$ cat src/rtl/snn_pkg.sv
// Shared constants and types for the SNN input path.
package snn_pkg;

  localparam int NUM_INPUT_BYTES = 98;
  localparam int NUM_INPUTS      = NUM_INPUT_BYTES * 8;
  localparam int INPUT_ADDR_W    = 10;

  typedef enum logic [1:0] {
    ARMED = 2'd0,
    SHIFT = 2'd1,
    FULL  = 2'd2
  } loader_state_t;

endpackage

$ cat src/rtl/snn_input_loader.sv
// Unpacks UART bytes into single-bit writes to the input-unit RAM, LSB first.
// One byte can be held while another is being shifted out; a byte arriving
// while the hold slot is occupied is dropped and flagged via sticky overrun.
module snn_input_loader
  import snn_pkg::*;
#(
  parameter int NUM_BYTES = NUM_INPUT_BYTES,
  parameter int ADDR_W    = INPUT_ADDR_W
) (
  input  logic              clk,
  input  logic              rst_n,
  input  logic              rx_rdy,
  input  logic [7:0]        rx_data,
  input  logic              rearm,
  output logic              ram_we,
  output logic [ADDR_W-1:0] ram_addr,
  output logic              ram_d,
  output logic              load_done,
  output logic              loading,
  output logic              overrun
);

  localparam int CNT_W = $clog2(NUM_BYTES + 1);

  loader_state_t     state_q, state_d;
  logic [CNT_W-1:0]  cnt_q, cnt_d;
  logic [2:0]        bit_q, bit_d;
  logic              hold_valid_q, hold_valid_d;
  logic [7:0]        shift_q, hold_q;

  logic              we_d, d_d, done_d, loading_d, overrun_d;
  logic [ADDR_W-1:0] addr_d;
  logic              start_rx, start_hold, cap_hold;

  // Address of bit 0 of byte c.
  function automatic logic [ADDR_W-1:0] byte_base(input logic [CNT_W-1:0] c);
    return ADDR_W'({c, 3'b000});
  endfunction

  // Next-state and next-output decode; rearm overrides everything.
  always_comb begin
    state_d      = state_q;
    cnt_d        = cnt_q;
    bit_d        = bit_q;
    hold_valid_d = hold_valid_q;
    we_d         = 1'b0;
    addr_d       = ram_addr;
    d_d          = ram_d;
    done_d       = 1'b0;
    loading_d    = loading;
    overrun_d    = overrun;
    start_rx     = 1'b0;
    start_hold   = 1'b0;
    cap_hold     = 1'b0;

    if (rearm) begin
      state_d      = ARMED;
      cnt_d        = '0;
      hold_valid_d = 1'b0;
      overrun_d    = 1'b0;
      loading_d    = 1'b0;
      if (rx_rdy) begin
        // Same-cycle byte becomes byte 0 of the new image.
        state_d   = SHIFT;
        start_rx  = 1'b1;
        loading_d = 1'b1;
        we_d      = 1'b1;
        addr_d    = '0;
        d_d       = rx_data[0];
        bit_d     = 3'd0;
      end
    end else begin
      unique case (state_q)
        ARMED: begin
          if (rx_rdy) begin
            state_d   = SHIFT;
            start_rx  = 1'b1;
            loading_d = 1'b1;
            we_d      = 1'b1;
            addr_d    = byte_base(cnt_q);
            d_d       = rx_data[0];
            bit_d     = 3'd0;
          end
        end
        SHIFT: begin
          if (bit_q != 3'd7) begin
            we_d   = 1'b1;
            addr_d = ram_addr + ADDR_W'(1);
            bit_d  = bit_q + 3'd1;
            d_d    = shift_q[bit_q + 3'd1];
            if (rx_rdy) begin
              if (hold_valid_q) begin
                overrun_d = 1'b1;
              end else begin
                cap_hold     = 1'b1;
                hold_valid_d = 1'b1;
              end
            end
          end else begin
            cnt_d = cnt_q + CNT_W'(1);
            if (cnt_q == CNT_W'(NUM_BYTES - 1)) begin
              // Image complete: anything held or arriving now is discarded.
              state_d      = FULL;
              done_d       = 1'b1;
              loading_d    = 1'b0;
              hold_valid_d = 1'b0;
            end else if (hold_valid_q) begin
              start_hold   = 1'b1;
              hold_valid_d = 1'b0;
              we_d         = 1'b1;
              addr_d       = ram_addr + ADDR_W'(1);
              d_d          = hold_q[0];
              bit_d        = 3'd0;
              if (rx_rdy) overrun_d = 1'b1;
            end else if (rx_rdy) begin
              // Byte arriving on the last bit goes straight into the shifter.
              start_rx = 1'b1;
              we_d     = 1'b1;
              addr_d   = ram_addr + ADDR_W'(1);
              d_d      = rx_data[0];
              bit_d    = 3'd0;
            end else begin
              state_d = ARMED;
            end
          end
        end
        FULL: begin
        end
        default: state_d = ARMED;
      endcase
    end
  end

  // Control state and registered outputs.
  always_ff @(posedge clk or negedge rst_n) begin
    if (!rst_n) begin
      state_q      <= ARMED;
      cnt_q        <= '0;
      bit_q        <= 3'd0;
      hold_valid_q <= 1'b0;
      ram_we       <= 1'b0;
      ram_addr     <= '0;
      ram_d        <= 1'b0;
      load_done    <= 1'b0;
      loading      <= 1'b0;
      overrun      <= 1'b0;
    end else begin
      state_q      <= state_d;
      cnt_q        <= cnt_d;
      bit_q        <= bit_d;
      hold_valid_q <= hold_valid_d;
      ram_we       <= we_d;
      ram_addr     <= addr_d;
      ram_d        <= d_d;
      load_done    <= done_d;
      loading      <= loading_d;
      overrun      <= overrun_d;
    end
  end

  // Shift and hold byte storage; qualified by control, so no reset needed.
  always_ff @(posedge clk) begin
    if (start_rx)        shift_q <= rx_data;
    else if (start_hold) shift_q <= hold_q;
    if (cap_hold)        hold_q  <= rx_data;
  end

endmodule

$ cat config.mk
export PLATFORM = sky130hd
export DESIGN_NAME = snn_input_loader
export DESIGN_NICKNAME = d
export VERILOG_FILES = /design/src/rtl/snn_pkg.sv /design/src/rtl/snn_input_loader.sv
export SDC_FILE = /design/constraint.sdc
export NUM_CORES = 1
export LEC_CHECK = 0
export CAP_MARGIN = 20
export CORE_MARGIN = 5
export CORE_UTILIZATION = 35
export CTS_BUF_LIST = sky130_fd_sc_hd__clkbuf_4 sky130_fd_sc_hd__clkbuf_8
export DETAILED_ROUTE_END_ITERATION = 8
export PLACE_DENSITY = 0.5
export SLEW_MARGIN = 5
export SYNTH_ARGS = -nofsm -noshare
export SYNTH_HDL_FRONTEND = slang
export SYNTH_SLANG_ARGS = --single-unit
$ cat constraint.sdc
create_clock -name clk -period 4.66 [get_ports clk]
set_clock_uncertainty 0.1 [all_clocks]
set_input_delay 0.699 -clock clk [delete_from_list [all_inputs] [get_ports clk]]
set_output_delay 0.699 -clock clk [all_outputs]
set_load 0.01 [all_outputs]
==> metrics, run 1 <==
status=finished, final reports clean; critical path endpoint category=flop; worst skew pair latency=300 ps; arrival time worst endpoint=3110 ps; Die W=about 93 um; cell area power density=306 nW/um2; dpl ws=about 1100 ps; syn_nets=approximately 230; initial detailed-routing violation count=98; Max stage delay on crit path=660 ps; Clock Tree Root=clkbuf_8; Mapped Avg Cell Area=between 10 and 15 um2; # fillers=636; area of the core=6720 um2; Leak Pwr=between 1 and 1.5 nW; flop2flop setup slack=2010 ps; final WL=~5.7 mm; die area=8620 um2; post-DR wirelength/cell=around 17 um; worst-path cell chain=clkdlybuf4s50_1, or3b_1, a2111oi_2, o31ai_4, o31ai_1, buf_2; met2 WL post-DR=2.45 mm; die height=approximately 93 um; delay-heaviest family, CP=buffers and inverters; GRT Total Usage=14.3%; largest net degree at the start of global routing=29; setup tns final=0 ps; vias per cell=5.52; Top FF cell, synth=dfrtp_1; f_max=0.313 GHz; top-area cell type share of the netlist area=29.2%; Netlist Area Pre-Place=about 2400 um2; cts hold-fix bufs=0; Final Max Slew Viols=0; wl on met1=about 2.9 mm; MaxCap Viol Count=0; Routed met3 length=198 um; Tmin final=between 3000 and 4000 ps; Top Layer Used=met4; CP startpoint kind=input port; DRC viols=0; Initial Utilization=roughly 36%; antenna cells=0; Reg area=~1200 um2; layout cells sized above 1=14.8%; global-route wire length before repair=9.60 mm; slew of the pin with the lowest slew margin=579 ps; crit-path max FO=11; slowest CP cell=clkdlybuf4s50_1; Final setup viols=0; # IOs=27; Seq/Total Area, Yosys=about half; WS Path Type=input port to flop; # rows=30; #FFs+latches synth=44; CTS tree=done; Post-DP HPWL=~4 mm; Min-Delay Endpoint=bit_q[2]$_DFFE_PN0P_; RePlAce Congestion=0.776; count leader, synth=dfrtp_1; R2R depth=5; crit path buf inv count=2; Design Power=0.877 mW; Area contributors post-synth=dfrtp_1, edfxtp_1, mux2_2; PostCTS Resize Cnt=0; Cell variety after synth=55; clock sink total=44; RR Startpoint=state_q[0]$_DFFE_PN0P_; Max-slew headroom=61.2%; Hold Path Cell Cnt=1; total setup buffers inserted after CTS=0; Ys Warns=0; initial antenna violation count=0; via count=between 1500 and 2000; area of the multi-input gates=1140 um2; CP required=~4600 ps; GRT overflow=0; RSZ-0062 raised after global routing=false; vias in the first global route=between 1500 and 2000; setup ws final=1470 ps; Post-Syn Instances=215; crit share post-route=68.5%; CTS H-tree lvls=2; CTS buffer count=5; Hold Path Origin=bit_q[2]$_DFFE_PN0P_; First-pass DRT Iterations=4; Worst-path clk slew=90 ps; Commonest cells post-synth=dfrtp_1, edfxtp_1, nor2_1; Post-synth EDFFs=16; Hold Path Class=flop to flop; peak supply drop=~0.13 mV; post-synth top area cell=dfrtp_1; ys async rst share=63.6%; FF-to-FF End=shift_q[0]$_DFFE_PP_; ANT nets after route=0; Area Overhead vs Synth=19.5%; final hold vios=0; final net count=260; Clock Tree Buf Depth=2; IO buf count=26
## registers in the layout, indices dropped and copies added (netlist names), 2 cells and up
signal    flops
ram_addr     10
hold_q        8
shift_q       8
cnt_q         7
bit_q         3
state_q       2
## where the power goes
group | total, mW | switching, mW | internal [mW]
Combinational | 0.129 | 0.0650 | 0.0641
Clock | 0.306 | 0.144 | 0.162
Sequential | 0.443 | 0.0187 | 0.424
## layout make-up
class,instances,area share [%]
Tap cell,80,3.49
Sequential cell,44,41.2
Clock buffer,5,2.40
Inverter,10,1.31
Timing Repair Buffer,31,10.3
Multi-Input combinational cell,151,39.8
Clock inverter,3,1.61
## worst max path at each step
stage / from / end / slack (ps) / cells past startpoint
floorplan: rearm / shift_q[0]$_DFFE_PP_ / 2140 / 5
global placement: rearm / hold_q[7]$_DFFE_PP_ / 1120 / 4
detailed placement: rearm / hold_q[7]$_DFFE_PP_ / 1060 / 4
CTS: rearm / hold_q[0]$_DFFE_PP_ / 1390 / 4
global route: rearm / shift_q[5]$_DFFE_PP_ / 1340 / 6
finish: rearm / shift_q[0]$_DFFE_PP_ / 1470 / 6
## stage by stage
stage               util (%)  hold slack, ps  cell area (um2)  cells
floorplan                  -             303             2400    215
detailed placement      40.9             395             2750    315
CTS                     42.6             419             2860    323
global placement        40.8             399             2740    314
finish                  42.7             419             2870    324
global route            42.7             435             2870    324
## placed cells by master (no fill, tap or decap), types with 3 or more instances in the layout
cell type | Yosys | final
and2_1 | 5 | 5
nand2_1 | 10 | 10
dfrtp_1 | 28 | 28
o21ai_0 | 9 | 9
o311a_1 | 3 | 3
ha_1 | 5 | 5
nand3b_1 | 3 | 3
mux2_2 | 8 | 8
xor2_1 | 3 | 3
nor2_1 | 14 | 14
edfxtp_1 | 16 | 16
nor4_1 | 6 | 6
nand2b_1 | 3 | 3
buf_4 | 1 | 3
nand3_1 | 8 | 8
nand4_1 | 5 | 5
clkdlybuf4s50_1 | 0 | 26
a31oi_1 | 6 | 6
o211ai_1 | 5 | 5
a21oi_1 | 4 | 4
inv_1 | 10 | 10
clkbuf_8 | 0 | 5
and3_1 | 3 | 3
nor2b_1 | 6 | 6
## worst register-to-register path, cell delays in order, from the launching register on
cell,delay [ps]
dfrtp_1,580
or3b_1,530
a2111oi_2,490
o31ai_4,180
o31ai_1,210
buf_2,280
## cells by family (layout without fill, tap and decap cells)
| logic type | count (synthesis) | count (layout) | synth area share (%) |
|---|---|---|---|
| AND/OR/NAND/NOR | 79 | 79 | 19.7 |
| XOR/XNOR | 5 | 5 | 1.82 |
| AO/OA/AOI/OAI | 50 | 50 | 16.9 |
| multiplexers | 12 | 12 | 6.46 |
| buffers and inverters | 20 | 49 | 3.33 |
| adder cells (fa/ha/maj) | 5 | 5 | 2.60 |
| flip-flops | 44 | 44 | 49.2 |
## routing by layer
layer / track usage [%] / vias to the layer above
li1: - / 877
met1: 21.3 / 863
met2: 20.5 / 42
met3: 3.09 / 5
met4: 4.52 / 0
met5: 0 / -
No activity file was read; power rests on OpenSTA's default activity.
==> inputs of run 2 (changes only) <==
--- a/config.mk
+++ b/config.mk
@@ -10,7 +10,7 @@
 export CORE_UTILIZATION = 35
 export CTS_BUF_LIST = sky130_fd_sc_hd__clkbuf_4 sky130_fd_sc_hd__clkbuf_8
 export DETAILED_ROUTE_END_ITERATION = 8
-export PLACE_DENSITY = 0.5
+export PLACE_DENSITY = 0.52
 export SLEW_MARGIN = 5
 export SYNTH_ARGS = -nofsm -noshare
 export SYNTH_HDL_FRONTEND = slang
==> constraint.sdc (replaced) <==
create_clock -name clk -period 2.6 [get_ports clk]
set_clock_uncertainty 0.1 [all_clocks]
set_input_delay 0.39 -clock clk [delete_from_list [all_inputs] [get_ports clk]]
set_output_delay 0.39 -clock clk [all_outputs]
set_load 0.01 [all_outputs]
==> run 2 against run 1 <==
Compared with the run above: utilization up 1.4 points; global-route usage up 0.19 points; routed wire length up 0.88%; clock-buffer cell count unchanged; critical endpoint is now ram_addr[4]$_DFFE_PN0P_.
==> metrics, run 2 (synthesis results as in run 1) <==
status=finished, final reports clean; Worst-path clk slew=90 ps (about the same); biggest registers after layout=ram_addr x10, hold_q x8, shift_q x8; area of the core=6720 um2 (unchanged); worst-path cell chain=or4b_4, o311a_1, nor3_4, inv_1, o211ai_1; worst skew pair latency=310 ps (about the same); RSZ-0062 raised after global routing=false; Leak Pwr=1.15 nW (+5.4%); slew of the pin with the lowest slew margin=511 ps (-68.7 ps); delay-heaviest family, CP=simple AND/OR/NAND/NOR gates; die area=8620 um2 (unchanged); Top reg by flops=ram_addr; slowest CP cell=or4b_4; Max-slew headroom=65.9% (+4.6 points); arrival time worst endpoint=2540 ps (-570 ps); final WL=5.72 mm (+0.88%); Die W=92.8 um (unchanged); Internal=1.18 mW (+81%); Area Overhead vs Synth=23.3%; Final setup viols=0 (unchanged); CP startpoint kind=flop; CTS tree=done; crit share post-route=92.8%; final net count=272 (+4.6%); dpl ws=-10.3 ps (-1070 ps); ANT nets after route=0 (unchanged); crit path buf inv count=1 (-1); GRT overflow=0 (unchanged); Hold WS=369 ps (-50.0 ps); cts hold-fix bufs=0 (unchanged); CTS H-tree lvls=2 (unchanged); antenna cells=0 (unchanged); Clock Tree Root=clkbuf_8; MaxCap Viol Count=0 (unchanged); Placed Area=2850 um2 (+3.6%); clock power share=34.6% (-0.2 points); Post-DP HPWL=3.96 mm (-1.0%); # IOs=27 (unchanged); initial antenna violation count=0 (unchanged); crit-path max FO=12 (+1); initial detailed-routing violation count=113 (+15%); CTS buffer count=5 (unchanged); Clock Tree Buf Depth=2 (unchanged); max FFs per register=10 (unchanged); Initial Utilization=35.8% (unchanged); via count=1851 (+3.6%); setup ws final=186 ps (-1280 ps); Tmin final=2410 ps; GRT Total Usage=14.5% (+0.19 points); total setup buffers inserted after CTS=0 (unchanged); switching share of total power=26.1% (+0.099 points); CP required=2730 ps (-1850 ps); IO buf count=26 (unchanged); WS Path Type=flop to flop; largest net degree at the start of global routing=29 (unchanged); final instance area=2960 um2 (+3.2%); Sw Pwr=0.415 mW (+82%); DRC viols=0 (unchanged); vias in the first global route=1871 (+2.8%); f_max=about 0.41 GHz; part of the power in registers=49.4% (-1.0 points); Comb pwr share=16.0% (+1.3 points); layout cells sized above 1=18.8% (+4.0 points); # fillers=640 (+0.63%); Hold Path Class=input port to async pin; PostCTS Resize Cnt=0 (unchanged); vias per cell=5.51 (-0.12%); die height=92.8 um (unchanged); critical path endpoint category=flop; flop2flop setup slack=190 ps (-1820 ps); Max stage delay on crit path=620 ps (-40 ps); cell area power density=537 nW/um2 (+76%); commonest non-fill, non-tap cell in the layout=dfrtp_1; final hold vios=0 (unchanged); clock sink total=44 (unchanged); Final Max Slew Viols=0 (unchanged); global-route wire length before repair=9.87 mm (+2.8%); peak supply drop=0.252 mV (+93%); post-DR wirelength/cell=17.0 um (-2.7%); RePlAce Congestion=0.814 (+4.8%); most frequent cells in the layout=dfrtp_1, clkdlybuf4s50_1, buf_4; # rows=30 (unchanged); First-pass DRT Iterations=4 (unchanged)
## run 2: cell types whose count changed in the layout (fill, tap and decap cells not counted), sizes merged
cell / delta
buf: +13
clkbuf: -1
## run 2: area by class of cell
class / count / area [um2] / area share (%)
Clock buffer: 5 / 68.8 / 2.32
Clock inverter: 3 / 46.3 / 1.56
Inverter: 10 / 37.5 / 1.27
Multi-Input combinational cell: 151 / 1140 / 38.5
Sequential cell: 44 / 1180 / 39.9
Tap cell: 80 / 100 / 3.38
Timing Repair Buffer: 43 / 388 / 13.1
## run 2: metal layers
| layer | vias up | global-route usage, % | share of wire, % |
|---|---|---|---|
| met2 | 46 | 20.7 | 43 |
| met1 | 899 | 21.4 | 51 |
| met4 | 0 | 5.13 | 0.89 |
| li1 | 902 | - | - |
| met5 | - | 0 | 0 |
| met3 | 4 | 3.25 | 4.8 |
## run 2: per-stage QoR
step	power [mW]	std cells	util (%)	TNS, ps
final	1.59	336	44.1	0
after global routing	1.67	336	44.1	0
after CTS	1.61	336	44.1	0
after detailed placement	1.06	328	42.4	-82.0
after global placement	1.06	328	42.4	0
after floorplan	0.940	215	-	0
## run 2: final timing paths
kind                                      start                 endpoint  cells past startpoint
max                        cnt_q[4]$_DFFE_PN0P_  ram_addr[4]$_DFFE_PN0P_                      5
min                                       rst_n  ram_addr[2]$_DFFE_PN0P_                      2
max reg2reg                cnt_q[4]$_DFFE_PN0P_  ram_addr[4]$_DFFE_PN0P_                      5
min reg2reg                bit_q[1]$_DFFE_PN0P_     bit_q[1]$_DFFE_PN0P_                      1
max in group asynchronous                 rst_n  ram_addr[5]$_DFFE_PN0P_                      2
min in group clk           bit_q[1]$_DFFE_PN0P_     bit_q[1]$_DFFE_PN0P_                      1
## run 2: power groups by stage
| stage | combinational (mW) | clock (mW) | sequential (mW) |
|---|---|---|---|
| after global placement | 0.254 | 0 | 0.801 |
| after CTS | 0.257 | 0.567 | 0.787 |
| after floorplan | 0.136 | 0 | 0.804 |
| after global routing | 0.280 | 0.593 | 0.794 |
| after detailed placement | 0.255 | 0 | 0.801 |
| final | 0.254 | 0.551 | 0.786 |
